<file path="src/rtl/vga_write_arbiter.sv">
`default_nettype none
// ============================================================================
// Module   : vga_write_arbiter
// Purpose  : Round-robin owner of the single VGA adapter write port. One
//            drawing engine is granted at a time and keeps the port for a
//            whole burst. Its pixels are registered onto x/y/colour/plot.
//            The burst ends on a last-pixel flag or when the owner drops req.
// Revision : 1.0 - initial release
// ============================================================================
module vga_write_arbiter #(
   parameter int N_REQ = 4,
   parameter int X_W   = 8,
   parameter int Y_W   = 7,
   parameter int C_W   = 3
) (
   input  logic                   clk,
   input  logic                   reset_n,
   input  logic [N_REQ-1:0]       req,
   input  logic [N_REQ-1:0]       pix_valid,
   input  logic [N_REQ-1:0]       pix_last,
   input  logic [N_REQ*X_W-1:0]   x_in,
   input  logic [N_REQ*Y_W-1:0]   y_in,
   input  logic [N_REQ*C_W-1:0]   colour_in,
   output logic [N_REQ-1:0]       grant,
   output logic [N_REQ-1:0]       done,
   output logic [X_W-1:0]         x,
   output logic [Y_W-1:0]         y,
   output logic [C_W-1:0]         colour,
   output logic                   plot,
   output logic                   busy
);

   localparam int PTR_W = $clog2(N_REQ);

   typedef enum logic [1:0] {
      S_IDLE    = 2'd0,
      S_STREAM  = 2'd1,
      S_RELEASE = 2'd2
   } state_t;

   state_t             r_state;
   logic [PTR_W-1:0]   r_ptr;
   logic [PTR_W-1:0]   r_owner;
   logic [N_REQ-1:0]   r_grant;
   logic [N_REQ-1:0]   r_done;
   logic [X_W-1:0]     r_x;
   logic [Y_W-1:0]     r_y;
   logic [C_W-1:0]     r_colour;
   logic               r_plot;

   logic               w_found;
   logic [PTR_W-1:0]   w_winner;
   logic [PTR_W:0]     w_sum;
   logic [PTR_W-1:0]   w_idx;
   logic [N_REQ-1:0]   w_onehot;
   logic [PTR_W-1:0]   w_ptr_next;
   logic [X_W-1:0]     w_sel_x;
   logic [Y_W-1:0]     w_sel_y;
   logic [C_W-1:0]     w_sel_c;

   // Pick the first requester at or after the pointer, wrapping modulo N_REQ.
   always_comb begin
      w_found  = 1'b0;
      w_winner = r_ptr;
      w_sum    = '0;
      w_idx    = '0;
      for (int k = 0; k < N_REQ; k++) begin
         w_sum = {1'b0, r_ptr} + (PTR_W+1)'(k);
         if (w_sum >= (PTR_W+1)'(N_REQ)) begin
            w_sum = w_sum - (PTR_W+1)'(N_REQ);
         end
         w_idx = w_sum[PTR_W-1:0];
         if (!w_found && req[w_idx]) begin
            w_found  = 1'b1;
            w_winner = w_idx;
         end
      end
   end

   // Owner-dependent helpers: one-hot grant, pointer after the owner, pixel slice.
   always_comb begin
      w_onehot   = {{(N_REQ-1){1'b0}}, 1'b1} << w_winner;
      w_ptr_next = (r_owner == PTR_W'(N_REQ-1)) ? '0 : r_owner + 1'b1;
      w_sel_x    = x_in[int'(r_owner)*X_W +: X_W];
      w_sel_y    = y_in[int'(r_owner)*Y_W +: Y_W];
      w_sel_c    = colour_in[int'(r_owner)*C_W +: C_W];
   end

   // Arbitration FSM; every output is registered, plot/done default low each cycle.
   always_ff @(posedge clk) begin
      if (!reset_n) begin
         r_state  <= S_IDLE;
         r_ptr    <= '0;
         r_owner  <= '0;
         r_grant  <= '0;
         r_done   <= '0;
         r_x      <= '0;
         r_y      <= '0;
         r_colour <= '0;
         r_plot   <= 1'b0;
      end else begin
         r_done <= '0;
         r_plot <= 1'b0;
         case (r_state)
            S_IDLE: begin
               r_grant <= '0;
               if (w_found) begin
                  r_owner <= w_winner;
                  r_grant <= w_onehot;
                  r_state <= S_STREAM;
               end
            end
            S_STREAM: begin
               if (!req[r_owner]) begin
                  // Abort: any presented pixel is dropped, no done pulse.
                  r_grant <= '0;
                  r_ptr   <= w_ptr_next;
                  r_state <= S_RELEASE;
               end else if (pix_valid[r_owner]) begin
                  r_plot   <= 1'b1;
                  r_x      <= w_sel_x;
                  r_y      <= w_sel_y;
                  r_colour <= w_sel_c;
                  if (pix_last[r_owner]) begin
                     r_grant          <= '0;
                     r_done[r_owner]  <= 1'b1;
                     r_ptr            <= w_ptr_next;
                     r_state          <= S_RELEASE;
                  end
               end
            end
            S_RELEASE: begin
               r_grant <= '0;
               r_state <= S_IDLE;
            end
            default: begin
               r_grant <= '0;
               r_state <= S_IDLE;
            end
         endcase
      end
   end

   assign grant  = r_grant;
   assign done   = r_done;
   assign x      = r_x;
   assign y      = r_y;
   assign colour = r_colour;
   assign plot   = r_plot;
   assign busy   = (r_state != S_IDLE);

endmodule
`default_nettype wire

</file>
<file path="config.mk">
export PLATFORM = sky130hd
export DESIGN_NAME = vga_write_arbiter
export DESIGN_NICKNAME = d
export VERILOG_FILES = /design/src/rtl/vga_write_arbiter.sv
export SDC_FILE = /design/constraint.sdc
export NUM_CORES = 1
export LEC_CHECK = 0
export ABC_AREA = 1
export BUFFER_PORTS_ARGS = -buffer_cell sky130_fd_sc_hd__buf_2
export CORE_ASPECT_RATIO = 0.75
export CORE_MARGIN = 10
export CORE_UTILIZATION = 49
export CTS_CLUSTER_SIZE = 16
export DETAILED_ROUTE_END_ITERATION = 8
export GPL_TIMING_DRIVEN = 0
export PLACE_DENSITY = 0.86
export SLEW_MARGIN = 20
export SYNTH_ARGS = -nofsm -noshare
export SYNTH_HDL_FRONTEND = slang
export SYNTH_SLANG_ARGS = --single-unit
</file>
<file path="constraint.sdc">
create_clock -name clk -period 3.8 [get_ports clk]
set_input_delay 0.38 -clock clk [delete_from_list [all_inputs] [get_ports clk]]
set_output_delay 0.38 -clock clk [all_outputs]
set_load 0.005 [all_outputs]
</file>
Yosys cells after proc, flatten, opt, wreduce, memory -nomap -nowiden:

Cells that the tools add are included.

* RAM bits: 0
* bits in latches: 0
* memories: 0
* input bits: 86
* register bits after elaboration: 33
* bits in read-only memories: 0
* output and inout bits: 28
* logic and storage cells: 99

* bitwise logic cells: 0
* muxes and demuxes: 43
* add/subtract/negate cells: 8
* eq/ne operators: 7
* shift operators: 4
* reductions and logical operators: 16
* divide/modulo/power cells: 0
* order comparisons: 10
* multipliers: 2

Operator list (number)
* $mux 2: 16
* $shiftx 32x6->8: 1
* $shiftx 28x6->7: 1
* $mux 4: 4
* $lt 2x3->1 const B: 5
* $bmux 1 s2: 7
* $mux 1: 13
* $reduce_and 3->1: 4
* $shiftx 12x5->3: 1
* $ge 3x3->1 const B: 3
* $pmux 4 s2: 1
* $sub 2x1->2 const B: 4
* $add 2x2->3 const B: 2
* $ne 3x3->1 const B: 2
* $mul 2x3->5 const B: 1
* $reduce_and 5->1: 1
* $logic_and 1x1->1: 4
* $mul 2x2->4 const B: 1
* $ne 2x1->1 const B: 2
* $pmux 2 s2: 1
* $reduce_and 2->1: 2
* $shl 1x2->4 const A: 1
* $add 2x1->3 const B: 1
* $ge 2x3->1 const B: 1
* 9 further kinds: 11

Depth between registers and ports, before layout:

Gate-level depths: netlist of the first run.

* depth after elaboration: 17
* mapped depth: 14
* mapped depth without buffers: 13

Least setup slack after synthesis of the first run:

Ideal clock, no wire load.

* path kind: reg2reg
* start point: register r_ptr[1]
* end point: register r_owner[0]
* data arrival time: 1384 ps
* setup time: 117 ps
* stages on the path, launching flop included: 13
* required time: 3683 ps
* slack: 2299 ps
* path buffers: 1
* period minus slack after synthesis: 1501 ps
* path through: dfxtp_1 > buf_6 > inv_4 > nand2_1 > nand2_4 > nand2_1 > nand2_4 > nor2_4 > nand2_1 > o21ai_4 > nor2_2 > a21oi_1 > nor2_1

* cells in the longest elaborated chain, start to end: 15
* elaborated cells on any way between the ends: 38
* classes of those cells: add/sub: 7; order compare: 4; mux: 20; reduce/logical: 7

Ends and longest elaborated chain
* start, declared: line 42 `logic [PTR_W-1:0] r_ptr;`
* start signal, assigned: line 117 `r_ptr <= w_ptr_next;`
* start signal, assigned: line 127 `r_ptr <= w_ptr_next;`
* branches (longest 15 deep; another with $add 2x1->3)
* end signal, assigned: line 108 `r_owner <= w_winner;`
* end, declared: line 43 `logic [PTR_W-1:0] r_owner;`

Parallel ways; which one is timed is not known. The select of a mux whose other input is x is not followed.
A chain may end at the register's enable or synchronous reset.

Worst setup path after layout of the first run:

* start point: register r_owner[0]
* end point: register r_ptr[1]

* cells in the longest elaborated chain, start to end: 5
* elaborated cells on any way between the ends: 15
* classes of those cells: add/sub: 1; eq/ne: 3; mux: 10; reduce/logical: 1

Ends and longest elaborated chain
* $add 2x1->2 / $eq 2x2->1 (equally long branches): line 83 `w_ptr_next = (r_owner == PTR_W'(N_REQ-1)) ? '0 : r_owner + 1'b1;`
* $mux 2 *: line 83
* via w_ptr_next[1]: line 56 `logic [PTR_W-1:0] w_ptr_next;`
* $mux 2: line 124 `if (pix_last[r_owner]) begin`
* $mux 2: line 119 `end else if (pix_valid[r_owner]) begin`
* $mux 2 *: line 114 `if (!req[r_owner]) begin`

Mark *: on every way through the listed nets, which the timed path passes. The rest lies on a longest branch. The select of a mux whose other input is x is not followed.

==> key figures, run 1 <==
Die
  – Starting Density: 50.1%
  – IO Count: 114
  – Die height: 78.2 um
  – Row count: 21
  – Die area: 7630 sq um
  – CORE AREA: 4410 sq um
  – Die outline width: 97.6 um

Power
  – Comb pwr share: 60.3%
  – Switching Share: 47.8%
  – Reg power frac: 24.9%
  – Power density over cell area: 661 nW/um^2
  – Net Switching: 932 uW
  – IR Drop Worst-Case VDD: 403 uV
  – Clk pwr share: 14.8%
  – Internal: 1.02 mW
  – Leak: 1.53 nW

Clocking
  – Hold-fix buffers, CTS: 0
  – Post_cts resized: 0
  – CTS Buffer Depth: 2
  – CTS buffer count: 5
  – Clock root buffer: clkbuf_8
  – H-tree depth: 2
  – Post-CTS Setup Inserts: 0
  – Worst-Skew Late Latency: 280 ps
  – Clk sinks: 33
  – CTS tree: built
  – Reg clk slew, reported paths: 70 ps

Critical path
  – Critical Path End Type: flop
  – Crit path kind: reg -> reg
  – Crit path max fanout: 11
  – Required @ worst endpoint: 3970 ps
  – Critical path arrival: 2110 ps
  – Crit start category: flop

Flow run
  – Max-cap viol count: 0

STA
  – Post-route minimum period: 1940 ps
  – Final setup fails: 0
  – RSZ-0062 raised after global routing: no
  – Slew Limit Fails: 0
  – TNS Setup: 0 ps
  – Slew @ Worst Pin: 560 ps
  – Final Hold Vio Count: 0
  – Layout Skew: 6.12 ps
  – Hold Slack: 407 ps
  – Period Utilization, post-route: 51.1%
  – Rel. slew slack: 62.7%
  – F_max: 515 MHz
  – Final setup margin: 1860 ps

Layout
  – Fraction of layout cells with a size suffix above 1: 32.1%
  – Diode count: 0
  – Register area: 661 sq um
  – Util after Layout: 66.8%
  – Area of the multi-input gates: 1360 sq um
  – Fill count: 419
  – Area growth syn-to-layout: 33.4%
  – # nets final: 565

Synth
  – Post-Synthesis Cells: 355
  – Mapped Area: 2210 sq um
  – Net Count, Synth: 445
  – Sequential fraction of the synthesis area: 29.9%
  – Syn_area_per_cell: 6.23 sq um
  – Synth unique cells: 27
  – Yosys reg bits: 33
  – Synth Warn #: 0

Global route
  – Largest net degree at the start of global routing: 12
  – Vias in the first global route: 2680
  – Global Route Usage Sum: 19.2%
  – First-pass GRT wire length: 12.5 mm
  – Total grt overflow: 0
  – Antenna violations before repair: 0

Detailed routing
  – Vias per cell: 5.20
  – DR WL/cell: 14.6 um
  – DRC Markers: 0
  – Via count: 2769
  – Post-Route WL: 7.78 mm
  – Router iterations before antenna repair: 4
  – DR iter-0 viols: 175
  – DRT antenna net count: 0

Hold path
  – Hold Path Class: in -> reg

Placed design
  – DP Wirelength: 6.17 mm
  – Pre-CTS WS: 1910 ps
  – # port buffers: 113
  – GP Congestion: 0.896

Outcome
  – Status: finished clean
## registers in the layout, summed over array words and instances, names as in the netlist
name / count
x: 8
y: 7
done: 4
grant: 4
colour: 3
r_owner: 2
r_ptr: 2
r_state: 2
plot: 1
## stage by stage
| stage | instance area [sq um] | total power [mW] | std cells |
|---|---|---|---|
| floorplan | 2210 | 1.34 | 355 |
| global placement | 2850 | 1.62 | 525 |
| detailed placement | 2850 | 1.65 | 525 |
| CTS | 2950 | 1.94 | 533 |
| global route | 2950 | 2.13 | 533 |
| finish | 2950 | 1.95 | 533 |
## power by group through the flow
stage | Combinational (mW) | Sequential (mW) | Clock (mW)
floorplan | 0.848 | 0.495 | 0
global placement | 1.13 | 0.490 | 0
detailed placement | 1.16 | 0.492 | 0
CTS | 1.17 | 0.485 | 0.289
global route | 1.32 | 0.498 | 0.309
finish | 1.18 | 0.486 | 0.289
## metal layers
| layer | GRT usage, % | routed length (um) | part of all wire, % |
|---|---|---|---|
| met1 | 23.2 | 3340 | 43 |
| met2 | 32.4 | 3630 | 47 |
| met3 | 5.07 | 630 | 8.1 |
| met4 | 6.96 | 186 | 2.4 |
| met5 | 0 | 0 | 0 |
## cells in the mapped netlist
| cell | number | area share (%) |
|---|---|---|
| inv_2 | 2 | 0.34 |
| buf_1 | 3 | 0.51 |
| clkinv_1 | 3 | 0.51 |
| o21ai_4 | 1 | 0.74 |
| nand2_1 | 61 | 10 |
| nand3_1 | 14 | 3.2 |
| nand4_1 | 2 | 0.57 |
| buf_6 | 2 | 1.0 |
| a21oi_1 | 11 | 2.5 |
| a31oi_1 | 18 | 5.1 |
| nand3_2 | 3 | 1.4 |
| inv_1 | 15 | 2.5 |
| o21ai_1 | 14 | 3.2 |
| inv_4 | 1 | 0.28 |
| ha_1 | 4 | 2.3 |
| nor2_1 | 87 | 15 |
| nand2_4 | 5 | 2.5 |
| nand2_2 | 5 | 1.4 |
| nor2_4 | 1 | 0.51 |
| clkbuf_1 | 7 | 1.2 |
| nand4_4 | 1 | 0.96 |
| o21ai_0 | 49 | 11 |
| dfxtp_1 | 33 | 30 |
| buf_4 | 1 | 0.34 |
| nor2_2 | 2 | 0.57 |
| o22ai_1 | 2 | 0.57 |
| buf_2 | 8 | 1.8 |
## area by class of cell
type                    instances  area share [%]
plain buffers                  21            3.65
clock buffers                   7            3.27
clock inverters                 1           0.170
inverters                      21            2.76
multi-input cells             280            46.2
flip-flops and latches         33            22.4
well taps                      57            2.42
repair buffers                113            19.2
## path summary, 6_finish.rpt
check                          startpoint                     to  slack [ps]  depth (start not counted)
setup / recovery  r_owner[0]$_SDFFE_PN0P_  r_ptr[1]$_SDFFE_PN0P_        1860                          6
hold / removal                   x_in[12]      x[4]$_SDFFE_PN0P_         410                          3
setup reg to reg  r_owner[0]$_SDFFE_PN0P_  r_ptr[1]$_SDFFE_PN0P_        1860                          6
hold reg to reg     grant[3]$_SDFFE_PN0P_  grant[3]$_SDFFE_PN0P_         470                          2
## placed cells by master (no fill, tap or decap), drive strengths merged
master,netlist,layout
o21ai,64,64
nand2,71,71
clkinv,3,4
o22ai,2,2
buf,14,127
dfxtp,33,33
clkbuf,7,14
nand4,3,3
nor2,90,90
ha,4,4
a21oi,11,11
a31oi,18,18
nand3,17,17
inv,18,18
## cells by family (layout without fill, tap and decap cells)
family / after synthesis / in the layout / synth area share [%]
adders and majority gates: 4 / 4 / 2.26
buffers and inverters: 42 / 163 / 8.54
and+or+nand+nor: 181 / 181 / 36.2
DFF: 33 / 33 / 29.9
AOI/OAI and AO/OA: 95 / 95 / 23.1
## worst max-delay path: stages (launching register included)
cell and delay [ps]:
dfxtp_1 340, inv_1 130, clkbuf_1 370, clkbuf_1 440, ha_1 310, o21ai_0 170
a21oi_1 60
Note: power is estimated with default switching activity, not from simulation.
==> run 2: changes to the inputs <==
--- a/config.mk
+++ b/config.mk
@@ -9,11 +9,11 @@
 export BUFFER_PORTS_ARGS = -buffer_cell sky130_fd_sc_hd__buf_2
 export CORE_ASPECT_RATIO = 0.75
 export CORE_MARGIN = 10
-export CORE_UTILIZATION = 49
+export CORE_UTILIZATION = 46
 export CTS_CLUSTER_SIZE = 16
 export DETAILED_ROUTE_END_ITERATION = 8
 export GPL_TIMING_DRIVEN = 0
-export PLACE_DENSITY = 0.86
+export PLACE_DENSITY = 0.81
 export SLEW_MARGIN = 20
 export SYNTH_ARGS = -nofsm -noshare
 export SYNTH_HDL_FRONTEND = slang
==> constraint.sdc (replaced) <==
create_clock -name clk -period 1.94 [get_ports clk]
set_input_delay 0.194 -clock clk [delete_from_list [all_inputs] [get_ports clk]]
set_output_delay 0.194 -clock clk [all_outputs]
set_load 0.005 [all_outputs]
==> run 2 against run 1 <==
  * Clock skew fell by 4.1 ps
  * Non-clock buffer count did not move
  * Fmax rose by 8.3%
  * Cell count did not move
  * Die area rose by 5.0%
  * Wire length rose by 2.0%
  * Cell area rose by 0.98%
  * Count of clock-buffer cells in the layout did not move
  * Hold slack got worse by 180 ps
  * Register-to-register slack got worse by 1700 ps
==> key figures, run 2 (synthesis results as in run 1) <==
Layout
  – Most frequent cells in the layout: buf_2, nor2_1, nand2_1 (unchanged)
  – Register area: 661 sq um (unchanged)
  – Fraction of layout cells with a size suffix above 1: 32.1% (unchanged)
  – Largest register FFs: 8 (unchanged)
  – Area of the multi-input gates: 1360 sq um (unchanged)
  – Most common cell after layout, fill and taps aside: buf_2 (unchanged)
  – # nets final: 565 (unchanged)
  – Fill count: 420 (was 419)
  – Area growth syn-to-layout: 34.7% (was 33.4%)
  – Diode count: 0 (unchanged)

Critical path
  – Register-to-register setup slack: 150 ps (was 1860 ps)
  – R2r startpoint: r_owner[0]$_SDFFE_PN0P_ (unchanged)
  – Crit path max fanout: 11 (unchanged)
  – Crit path kind: reg -> reg (unchanged)
  – Critical-path cell list: inv_1, clkbuf_4, clkbuf_1, ha_1, o21ai_0, a21oi_1 (was inv_1, clkbuf_1, clkbuf_1, ha_1, o21ai_0, a21oi_1)
  – Critical path arrival: 1970 ps (was 2110 ps)
  – Crit start category: flop (unchanged)
  – Required @ worst endpoint: 2120 ps (was 3970 ps)
  – FF-to-FF path depth: 6 (unchanged)
  – Critical Path Stages: 6 (unchanged)
  – Worst path max stage delay: 430 ps (was 440 ps)
  – Crit path from: r_owner[0]$_SDFFE_PN0P_ (unchanged)
  – Crit path max-delay family: buffers and inverters (unchanged)
  – CP Buf/Inv Count: 3 (unchanged)
  – R2R Path End: r_ptr[1]$_SDFFE_PN0P_ (unchanged)
  – Slowest cell on crit path: clkbuf_1 (unchanged)
  – Critical Path End Type: flop (unchanged)

STA
  – Rel. slew slack: 61.9% (was 62.7%)
  – RSZ-0062 raised after global routing: no (unchanged)
  – Slew @ Worst Pin: 572 ps (was 560 ps)
  – TNS Setup: 0 ps (unchanged)
  – Layout Skew: 1.98 ps (was 6.12 ps)
  – Period Utilization, post-route: 92.4% (was 51.1%)
  – Post-route minimum period: 1790 ps (was 1940 ps)
  – Final Hold Vio Count: 0 (unchanged)
  – Slew Limit Fails: 0 (unchanged)
  – F_max: 558 MHz (was 515 MHz)
  – Final setup fails: 0 (unchanged)
  – Hold Slack: 223 ps (was 407 ps)

Outcome
  – Status: finished clean (unchanged)

Clocking
  – Reg clk slew, reported paths: 70 ps (about the same)
  – Clock root buffer: clkbuf_8 (unchanged)
  – CTS tree: built (unchanged)
  – CTS Buffer Depth: 2 (unchanged)
  – Clk sinks: 33 (unchanged)
  – Worst-Skew Late Latency: 280 ps (about the same)
  – Hold-fix buffers, CTS: 0 (unchanged)
  – H-tree depth: 2 (unchanged)
  – CTS buffer count: 5 (unchanged)

Global route
  – Met1 Use GR: 23.4% (was 23.2%)
  – GRT met3 Usage: 6.07% (was 5.07%)
  – Total grt overflow: 0 (unchanged)
  – Met2 Track Usage GR: 32.3% (was 32.4%)
  – First-pass GRT wire length: 12.9 mm (was 12.5 mm)
  – Vias in the first global route: 2768 (was 2680)
  – Global Route Usage Sum: 19.5% (was 19.2%)
  – Antenna violations before repair: 0 (unchanged)
  – Largest net degree at the start of global routing: 12 (unchanged)
  – Most crowded layer after global routing: met2 (unchanged)

Die
  – Row count: 21 (unchanged)
  – CORE AREA: 4550 sq um (was 4410 sq um)
  – IO Count: 114 (unchanged)
  – Die outline width: 100 um (was 97.6 um)
  – Starting Density: 48.7% (was 50.1%)
  – Die height: 80.1 um (was 78.2 um)
  – Die area: 8010 sq um (was 7630 sq um)

Detailed routing
  – Post-Route WL: 7.94 mm (was 7.78 mm)
  – Router iterations before antenna repair: 5 (was 4)
  – DR WL/cell: 14.9 um (was 14.6 um)
  – DRC Markers: 0 (unchanged)
  – Via count: 2819 (was 2769)
  – Vias per cell: 5.29 (was 5.20)
  – DRT antenna net count: 0 (unchanged)
  – DR iter-0 viols: 189 (was 175)

Power
  – Leak: 1.53 nW (about the same)
  – IR Drop Worst-Case VDD: 767 uV (was 403 uV)
  – Power Total: 3.93 mW (was 1.95 mW)
  – Power density over cell area: 1320 nW/um^2 (was 661 nW/um^2)

Hold path
  – Hold depth: 3 (unchanged)
  – Worst Hold Path EP: x[5]$_SDFFE_PN0P_ (was x[4]$_SDFFE_PN0P_)
  – Worst Hold Launch: x_in[13] (was x_in[12])
  – Hold Path Class: in -> reg (unchanged)

Placed design
  – # port buffers: 113 (unchanged)
  – DP Wirelength: 6.25 mm (was 6.17 mm)
  – GP Congestion: 0.865 (was 0.896)

Flow run
  – Max-cap viol count: 0 (unchanged)
run 2: metrics by stage:
stage          worst slack [ps]  util, %  instance area [sq um]  cells
4_1_cts                    1.08     65.2                   2970    533
2_1_floorplan               439        -                   2210    355
6_report                    148     65.5                   2980    533
3_3_place_gp               50.2     62.7                   2850    525
5_1_grt                    3.93     65.5                   2980    533
3_5_place_dp               20.7     62.7                   2850    525
run 2: final cells by class:
type | instances | share of cell area [%]
multi-input cells | 280 | 45.7
clock buffers | 7 | 2.90
plain buffers | 21 | 4.07
flip-flops and latches | 33 | 22.2
well taps | 57 | 2.39
inverters | 21 | 2.73
repair buffers | 113 | 19.0
clock inverters | 1 | 1.01
run 2: worst max path at each step:
stage | endpoint | slack (ps)
final | r_ptr[1]$_SDFFE_PN0P_ | 150
after global routing | r_ptr[0]$_SDFFE_PN0P_ | 4
after CTS | r_ptr[1]$_SDFFE_PN0P_ | 1
after detailed placement | r_ptr[1]$_SDFFE_PN0P_ | 20
after global placement | r_ptr[1]$_SDFFE_PN0P_ | 50
after floorplan | r_owner[0]$_SDFFE_PN0P_ | 440
run 2: tightest hold or removal path: stages:
cell     delay [ps]
buf_2            70
o21ai_0          60
a31oi_1         140
run 2: routing by layer:
| layer | vias to the layer above | part of all wire (%) |
|---|---|---|
| met3 | 16 | 8.7 |
| met2 | 123 | 47 |
| met4 | 0 | 1.9 |
| li1 | 1415 | - |
| met5 | - | 0 |
| met1 | 1265 | 43 |
run 2: what timing repair did:
item,CTS,global route
gates resized for setup,0,9
setup buffers,0,0
setup endpoints to repair,0,13
endpoints found under the hold margin,0,0
run 2: power by group:
group,total [mW],internal (mW),leakage (nW),switching [mW]
clock,0.665,0.418,0.0585,0.247
sequential,0.955,0.855,0.269,0.0996
combinational,2.31,0.833,1.21,1.48
total,3.93,2.11,1.53,1.82
